File: src/rtl/sprite_anim_sequencer.sv
// Per-character animation controller: picks sprite frame and facing once per vsync rise.
// Optional feature macro ANIM_PAUSE_EN adds a `pause` input that freezes all animation state.
module sprite_anim_sequencer #(
  parameter int TICKS_PER_FRAME = 6,
  parameter int RUN_FRAMES      = 2
) (
  input  logic       Clk,
  input  logic       Reset_n,
  input  logic       vsync,
  input  logic       key_left,
  input  logic       key_right,
  input  logic       on_ground,
  input  logic       rising,
`ifdef ANIM_PAUSE_EN
  input  logic       pause,
`endif
  output logic [2:0] frame_sel,
  output logic       facing_left,
  output logic [1:0] anim_state,
  output logic       frame_strobe
);

  localparam int CW = $clog2(TICKS_PER_FRAME + 1);

  typedef enum logic [1:0] {
    IDLE = 2'd0,
    RUN  = 2'd1,
    JUMP = 2'd2,
    FALL = 2'd3
  } anim_e;

  anim_e           r_state;
  logic [CW-1:0]   r_cnt;
  logic [2:0]      r_frame;
  logic            r_facing;
  logic            r_strobe;
  logic            r_vsyncD;

  anim_e           w_nextState;
  logic [CW-1:0]   w_nextCnt;
  logic [2:0]      w_nextFrame;
  logic            w_nextFacing;
  logic            w_tick;
  logic            w_horiz;

  // vsync_d keeps tracking vsync even while paused, so un-pausing mid-pulse cannot fake a rise.
`ifdef ANIM_PAUSE_EN
  assign w_tick = vsync & ~r_vsyncD & ~pause;
`else
  assign w_tick = vsync & ~r_vsyncD;
`endif

  assign w_horiz = key_left ^ key_right;

  always_comb begin
    w_nextState  = r_state;
    w_nextCnt    = r_cnt;
    w_nextFrame  = r_frame;
    w_nextFacing = r_facing;

    if (key_left & ~key_right)
      w_nextFacing = 1'b1;
    else if (key_right & ~key_left)
      w_nextFacing = 1'b0;

    if (~on_ground)
      w_nextState = rising ? JUMP : FALL;
    else
      w_nextState = w_horiz ? RUN : IDLE;

    if (w_nextState != r_state) begin
      w_nextCnt = '0;
      unique case (w_nextState)
        IDLE:    w_nextFrame = 3'd0;
        RUN:     w_nextFrame = 3'd1;
        JUMP:    w_nextFrame = 3'd4;
        default: w_nextFrame = 3'd5;
      endcase
    end else if (r_state == RUN) begin
      // Each run frame is shown for TICKS_PER_FRAME ticks before stepping; wraps back to frame 1.
      if (r_cnt == CW'(TICKS_PER_FRAME - 1)) begin
        w_nextCnt   = '0;
        w_nextFrame = (r_frame == 3'(RUN_FRAMES)) ? 3'd1 : r_frame + 3'd1;
      end else begin
        w_nextCnt = r_cnt + 1'b1;
      end
    end
  end

  always_ff @(posedge Clk or negedge Reset_n) begin
    if (!Reset_n) begin
      r_state  <= IDLE;
      r_cnt    <= '0;
      r_frame  <= 3'd0;
      r_facing <= 1'b0;
      r_strobe <= 1'b0;
      r_vsyncD <= 1'b0;
    end else begin
      r_vsyncD <= vsync;
      if (w_tick) begin
        r_state  <= w_nextState;
        r_cnt    <= w_nextCnt;
        r_frame  <= w_nextFrame;
        r_facing <= w_nextFacing;
        r_strobe <= (w_nextFrame != r_frame) | (w_nextFacing != r_facing);
      end else begin
        r_strobe <= 1'b0;
      end
    end
  end

  assign frame_sel    = r_frame;
  assign facing_left  = r_facing;
  assign anim_state   = r_state;
  assign frame_strobe = r_strobe;

endmodule
File: config.mk
export PLATFORM = sky130hd
export DESIGN_NAME = sprite_anim_sequencer
export DESIGN_NICKNAME = d
export VERILOG_FILES = /design/src/rtl/sprite_anim_sequencer.sv
export SDC_FILE = /design/constraint.sdc
export NUM_CORES = 1
export LEC_CHECK = 0
export BUFFER_PORTS_ARGS = -buffer_cell sky130_fd_sc_hd__buf_4
export CAP_MARGIN = 15
export CORE_MARGIN = 4
export CORE_UTILIZATION = 30
export CTS_BUF_LIST = sky130_fd_sc_hd__clkbuf_2 sky130_fd_sc_hd__clkbuf_4 sky130_fd_sc_hd__clkbuf_8
export CTS_CLUSTER_DIAMETER = 100
export DETAILED_ROUTE_END_ITERATION = 8
export GPL_TIMING_DRIVEN = 0
export SETUP_SLACK_MARGIN = 0.02
export SLEW_MARGIN = 40
export SYNTH_ARGS = -nofsm -noshare
export SYNTH_HDL_FRONTEND = slang
export SYNTH_SLANG_ARGS = --single-unit
File: constraint.sdc
create_clock -name Clk -period 1.7 [get_ports Clk]
set_input_delay 0.34 -clock Clk [delete_from_list [all_inputs] [get_ports Clk]]
set_output_delay 0.34 -clock Clk [all_outputs]
set_load 0.01 [all_outputs]
==> results, run 1 <==
- The worst-skew pair later-pin latency is 0.27 ns.
- Setup violations remaining at the end of the flow were counted as 0.
- The area growth from synthesis to layout is 27.44%.
- The type of element capturing the critical path is a flop.
- The slowest cell on the critical path is dfrtp_1.
- The kind of cell adding the most delay to the critical path is compound AO/OA/AOI/OAI gates.
- The analysis attributes to cell leakage a power of 0.4263 nW.
- The number of sinks driven by the clock tree is 11.
- The routed layout has 614 vias.
- Setup repair after global routing could not meet its margin everywhere.
- The top-level I/O count is 14.
- The slew at the pin closest to its max-slew limit is 0.4688 ns.
- The global placer's final weighted congestion is 0.7386.
- For the final routed database, the setup TNS stands at 0 ns.
- The net count of the finished layout is 102.
- The max-capacitance violation count is 0.
- The clock tree buffer depth is 2.
- The clock arrives with 0.0009975 ns of skew.
- The ratio of cells with drive above 1 in the final layout is 35.87%.
- By area, the combinational part of the netlist is dominated by compound AO/OA/AOI/OAI gates.
- The share of total power dissipated in sequential elements is 41.9%.
- The non-filler instance count after layout is 120.
- For this run, the slowest stage of the critical path takes 0.39 ns.
- Across all setup checks in the final design, the least slack found is 0.08139 ns.
- For this run, the detailed router's first-pass iteration total came to 4.
- The buffer and inverter count on the worst path is 1.
- The largest fanout on the critical path is 7.
- The most common cell after layout, fill and taps aside is buf_4.
- The distinct cell type count of the synthesized netlist is 35.
- CTS placed an instance of clkbuf_4 at the clock tree root.
- The detailed-placement wirelength estimate is 1.158 mm.
- The vertical extent of the die is 57.31 um.
- Net switching is 32.27% of the power.
- The number of buffers added by the clock tree synthesis step is 3.
- The critical path data required time is 1.86 ns.
- The net switching power figure is 0.2553 mW.
- After synthesis, the share of flip-flops with an asynchronous set or reset is 100.0%.
- The clock tree from TritonCTS is yes.
- The most used flip-flop cell after synthesis is dfrtp_1.
- The synthesized-area fraction occupied by xor and xnor cells is 5.660%.
- After detailed routing, the number of remaining DRC violations is 0.
- The per-cell routed wire length is 13.02 um.
- The wire length of the first global-routing pass is 2.697 mm.
- The final critical-path share of the clock period is 95.21%.
- The path class of the tightest hold or removal check is in -> reg.
- The minimum clock period is 1.619 ns.
- The initial utilization of the core area, before any placement, comes to 32.35%.
- The total global routing track utilization is 10.63%.
- The x dimension of the die is 57.31 um.
- In this run the tool buffered the top-level ports with 13 buffer cells.
- Using the TritonRoute via totals, the vias-per-cell ratio works out to 5.117.
- Of the total power, combinational logic draws 33.0%.
- The number of antenna violations at the first check in global routing is 0.
- The worst register-to-register path has a setup slack of 0.08 ns.
- In this run, synthesis produced a sequential element count of 11.
- Walking the worst path, the cells encountered are buf_6 -> xor2_2 -> a22oi_2 -> o21ai_1 -> a221o_2.
- The share of total power in the clock network is 25.1%.
- The count of flip-flops with a built-in enable after synthesis is 0.
- The routed wire length is 1.562 mm.
- The floorplan step defined a die boundary enclosing 3284 sq um.
- The number of nets in the synthesized netlist is 81.
- After Yosys synthesis, and, or, nand and nor cells account for 20.07% of the synthesized area.
- The critical path crosses 5 cells after its start point.
- The repair_antennas step left the layout with diodes totalling 0.
- The fraction of the mapped netlist area in compound gates is 22.13%.
- The remaining global-route overflow is 0.
- The post-synthesis instance area is 729.5 sq um.
- The clock-pin slew of the registers on the worst-case setup and hold paths is 0.07 ns.
- The worst setup timing slack at the placement stage is -0.2114 ns.
- The worst supply voltage drop on vdd is 0.3362 mV.
- The hold violation total from the final report is 0.
- The critical path in this run is classified as reg -> reg.
- Dividing total power by cell area gives a power density of 850.7 nW/um^2.
- The count of nets left with antenna violations once routing finished came out at 0.
- The synthesized netlist devotes 3.431% of its cell area to adder and majority cells.
- The core region is 2255 sq um.
- The final count of pins violating max slew was 0.
- The worst setup path is launched from a flop.
- Entering global routing, the biggest net connects 12 pins.
- In this run the number of H-tree levels came out at 1.
- The mux contribution to synthesized area is 4.288%.
- After synthesis, flip-flops and latches occupy 37.74% of the total area.
- The total number of placement rows is 17.
- The number of fill cells in the layout is 237.
- The run finished with clean final reports.
- Along the worst hold path, the cell count comes to 1.
- Counting tap cells, the placed design contains a total of 113 instances.
- During synthesis, Yosys emitted a total of 0 warnings.
- The via count of the first global-routing pass is 606.
- Measured in cells, the most critical reg-to-reg path has a length of 5.
- The post-synthesis cell count is 72.
- In the layout the commonest cells are 15 x buf_4, 11 x dfrtp_1, 6 x inv_1, 5 x o21ai_0, 5 x nand2_1.
- For this block, the initial DRC count from the detailed router was 19.
- The worst pin sits at a relative slew slack of 68.68%.
- Cell internal power was estimated by the tool at 0.5356 mW.
- The synthesized area divided by synthesized cell count is 10.13 sq um.
- The critical path data arrival time is 1.78 ns.
- The maximum clock rate is 617.8 MHz.
-- layout make-up --
| type | instances | area, sq um | area share, % |
|---|---|---|---|
| Sequential cell | 11 | 275.3 | 29.61 |
| Inverter | 6 | 22.52 | 2.423 |
| Tap cell | 28 | 35.03 | 3.769 |
| Multi-Input combinational cell | 53 | 417.9 | 44.95 |
| Timing Repair Buffer | 16 | 122.6 | 13.19 |
| Buffer | 2 | 26.28 | 2.826 |
| Clock buffer | 4 | 30.03 | 3.230 |
-- metrics by stage --
step                      util (%)  area, sq um  power, mW  hold WS, ns
after floorplan                  -        742.0     0.4891      0.04441
after global placement       38.79        874.6     0.5802       0.1877
after detailed placement     38.79        874.6     0.5856       0.1880
after CTS                    40.57        914.6     0.7898       0.1790
after global routing         41.23        929.6     0.8459       0.1747
final                        41.23        929.6     0.7909       0.1839
-- cell usage after synthesis (2+ instances only) --
cell type	number	area, sq um
xor2_2	2	32.53
a22o_1	2	17.52
nand2_1	5	18.77
a31oi_1	3	18.77
nor2_1	3	11.26
inv_1	6	22.52
a21oi_1	3	15.01
nor3_1	2	10.01
dfrtp_1	11	275.3
nand2b_1	2	12.51
mux2i_1	2	20.02
ha_1	2	25.02
o21ai_0	6	30.03
nor4b_1	2	17.52
-- worst paths after layout --
| check | start | endpoint |
|---|---|---|
| max | anim_state[0] | frame_sel[2] |
| min | vsync | r_vsyncD |
| max reg2reg | anim_state[0] | frame_sel[2] |
| min reg2reg | frame_sel[1] | frame_sel[1] |
| max in group asynchronous | Reset_n | r_cnt[1] |
| min in group asynchronous | Reset_n | r_cnt[0] |
-- state kept, by name, indices dropped and copies added (netlist names) --
signal,flops
frame_strobe,1
r_cnt,3
facing_left,1
anim_state,2
frame_sel,3
r_vsyncD,1
-- logic make-up after synthesis --
logic type                 Yosys count
buffers and inverters                8
and+or+nand+nor                     22
muxes                                3
AOI/OAI and AO/OA                   23
DFF                                 11
xor gates and xnor gates             3
adders and majority gates            2
-- power groups by stage --
stage | logic, mW | registers (mW) | clock network [mW]
floorplan | 0.148 | 0.341 | 0
global placement | 0.244 | 0.336 | 0
detailed placement | 0.249 | 0.336 | 0
CTS | 0.252 | 0.331 | 0.206
global route | 0.286 | 0.338 | 0.222
finish | 0.261 | 0.331 | 0.199
-- repair_timing --
action | 4_1_cts | 5_1_grt
gates resized for setup | 0 | 1
gates cloned | 0 | 0
setup endpoints to repair | 1 | 2
setup buffers | 0 | 2
pin swaps | 1 | 2
hold buffers | 1 | 0
hold endpoints to repair | 11 | 0
-- metal layers --
metal | vias up | wire length [um] | global-route usage [%] | part of all wire (%)
met1 | 289 | 735 | 13.79 | 47
met2 | 21 | 693 | 16.31 | 44
met4 | 0 | 40 | 5.960 | 2.6
met5 | - | 0 | 0 | 0
li1 | 299 | - | - | -
met3 | 5 | 91 | 2.262 | 5.8
Note: power is estimated with default switching activity, not from simulation.
==> run 2, diff against run 1 <==
--- a/config.mk
+++ b/config.mk
@@ -9,7 +9,7 @@
 export CAP_MARGIN = 15
 export CORE_MARGIN = 4
 export CORE_UTILIZATION = 30
-export CTS_BUF_LIST = sky130_fd_sc_hd__clkbuf_2 sky130_fd_sc_hd__clkbuf_4 sky130_fd_sc_hd__clkbuf_8
+export CTS_BUF_LIST = sky130_fd_sc_hd__clkbuf_16
 export CTS_CLUSTER_DIAMETER = 100
 export DETAILED_ROUTE_END_ITERATION = 8
 export GPL_TIMING_DRIVEN = 0
==> constraint.sdc (replaced) <==
create_clock -name Clk -period 2 [get_ports Clk]
set_input_delay 0.4 -clock Clk [delete_from_list [all_inputs] [get_ports Clk]]
set_output_delay 0.4 -clock Clk [all_outputs]
set_load 0.01 [all_outputs]
==> run 2 against run 1 <==
Worst setup slack improved by 0.11 ns. Core utilization increased by 0.94 points. Highest routed layer unchanged. Clock skew about the same. Power increased by 7.7%. Final cell count decreased by 1.7%. First-iteration DRC count decreased by 16%. Non-clock buffer count decreased by 2. Sequential share of layout area decreased by 0.66 points. Sequential power decreased by 15%.
==> results, run 2 (synthesis results as in run 1) <==
- The total global routing track utilization is 10.43%.
- The critical path is of the in -> reg type.
- Timing analysis after detailed placement gives a worst setup slack of -0.04486 ns.
- After detailed routing, the average wire length per cell comes to 12.85 um.
- The most common cell after layout, fill and taps aside is buf_4.
- The first global-routing pass estimated 2.628 mm of wire.
- The max-capacitance violation count is 0.
- The power density over the cells is 895.7 nW/um^2.
- The library cells used most frequently in the layout, excluding fill and tap cells, are 13 x buf_4, 11 x dfrtp_1, 7 x inv_1, 6 x o21ai_0, 5 x nand2_1.
- The DRC violation count after routing is 0.
- The top-level I/O count is 14.
- The number of antenna diodes in the final layout is 0.
- The instance area after placement is 862.1 sq um.
- After layout, the worst path uses 90.45% of the clock period.
- The via count is 600.
- The cell sitting at the root of the clock tree is a clkbuf_16.
- The sum of negative setup slack is 0 ns.
- The worst-skew pair later-pin latency is 0.24 ns.
- The flow ran to the end, and the final reports show no timing, DRC or antenna violations.
- The number of antenna violations at the first check in global routing is 0.
- The maximum level of the CTS H-tree is 1.
- In this run the horizontal extent of the chip is 57.31 um.
- The worst hold path belongs to the class in -> reg.
- After clock tree synthesis, the clock-pin slew on the worst setup and hold paths is 0.04 ns.
- The remaining global-route overflow is 0.
- In this run the vertical extent of the chip is 57.31 um.
- The detailed-routing iteration count for the pre-antenna-repair pass is 4.
- The final layout contains routed wiring with a total length of 1.516 mm.
- The minimum clock period is 1.809 ns.
- STA classifies the critical path endpoint as a flop.
- The detailed router finished its first iteration with 16 violations.
- Global routing used 13.87% of the available met1 tracks.
- The final count of pins violating max slew is 0.
- Of all nets on the critical path, the largest fanout is 7.
- The hold violation total from the final report came to 0.
- The ratio of cells with drive above 1 in the final layout is 32.22%.
- In this run the deepest clock path goes through 2 buffers.
- Detailed placement ended at an HPWL of 1.116 mm.
- The critical path data arrival time is 1.93 ns.
- The post-layout net count is 100.
- The worst pin sits at a relative slew slack of 71.59%.
- The met2 usage is 15.50%.
- The critical path goes through buf_4 -> inv_1 -> ha_1 -> xor2_2 -> a22oi_2 -> o21ai_0 -> a221o_2.
- The initial core utilization is 32.35%.
- The clock tree from TritonCTS is yes.
- The number of routed nets with antenna violations is 0.
- After routing the design area is 950.9 sq um.
- The worst supply voltage drop on vdd is 0.5400 mV.
- The congestion estimate from routability-driven global placement came to 0.7084.
- The via count of the first global-routing pass is 550.
- The global routing stage identified its most utilized layer as met2.
- The post-route worst hold slack is 0.2815 ns.
- The largest individual stage delay along the critical path comes from the cell ha_1.
- The vias per cell is 5.085.
- The filler cells instantiated in the layout total 238.
- The floorplan die area is 3284 sq um.
- The largest incremental delay on the critical path is 0.39 ns.
- Based on the critical path, the design can be clocked at up to 552.8 MHz.
- Compared with the post-synthesis result, the final layout area differs by 30.36%.
- The core area is 2255 sq um.
- The slew at the pin closest to its max-slew limit is 0.4253 ns.
- For this design the static power due to leakage is 0.4407 nW.
- The worst setup path is launched from a primary input.
- The total number of placement rows is 17.
- Input and output buffers added on the ports amount to 13.
- The worst-case clock skew is 0.0005105 ns.
- Setup repair after global routing left no endpoint under its margin.
- At the worst endpoint, the required time is 2.12 ns.
- The number of setup buffers added after CTS is 0.
- The count of endpoints failing setup in the final report is 0.
- CTS saw 11 sinks.
- The maximum number of pins on one net before global-route repair is 12.
- The global-route track usage on met3 is 4.299%.
- The smallest setup slack after layout is 0.1909 ns.
- The design draws 0.8518 mW.
- Counting the buffers created by CTS gives 3.
-- run 2: metal layers --
layer  vias to the layer above  wire [um]
met5                         -          0
met4                         0         14
li1                        299          -
met1                       287        741
met3                         2         87
met2                        12        672
-- run 2: worst max-delay path: cells and delay by family --
family	cells	cell delay [ns]
AO/OA/AOI/OAI	3	0.82
XOR/XNOR	1	0.19
adder cells (fa/ha/maj)	1	0.39
buffers and inverters	2	0.12
-- run 2: worst paths after layout --
check                              start      endpoint  slack (ns)  cells after the start
max in group asynchronous        Reset_n      r_vsyncD        1.31                      2
hold reg to reg             frame_sel[1]  frame_sel[1]        0.54                      1
min in group asynchronous        Reset_n      r_cnt[1]        0.54                      2
setup reg to reg           anim_state[0]  frame_sel[2]        0.34                      5
hold / removal                     vsync      r_vsyncD        0.28                      1
setup / recovery                key_left  frame_sel[2]        0.19                      7
-- run 2: stage by stage --
stage / instances / utilization, %
after global routing: 118 / 42.18
after floorplan: 72 / -
final: 118 / 42.18
after global placement: 113 / 38.24
after detailed placement: 113 / 38.24
after CTS: 118 / 42.18
-- run 2: cell type report --
class	instances	area [sq um]	share of cell area, %
multi-input combinational	53	405.4	42.63
clock buffer	3	75.07	7.895
timing repair buffer	14	107.6	11.32
tap	28	35.03	3.684
inverter	6	22.52	2.368
sequential	11	275.3	28.95
buffer	2	26.28	2.763
clock inverter	1	3.754	0.3947
-- run 2: what timing repair did --
item	in CTS	in global routing
hold endpoints to repair	11	0
gates resized for setup	0	0
hold buffers	1	0
-- run 2: power by group --
group | internal [mW] | switching [mW] | total, mW
registers | 0.249 | 0.0340 | 0.283
logic | 0.106 | 0.0993 | 0.205
clock network | 0.263 | 0.101 | 0.364
total | 0.618 | 0.234 | 0.852
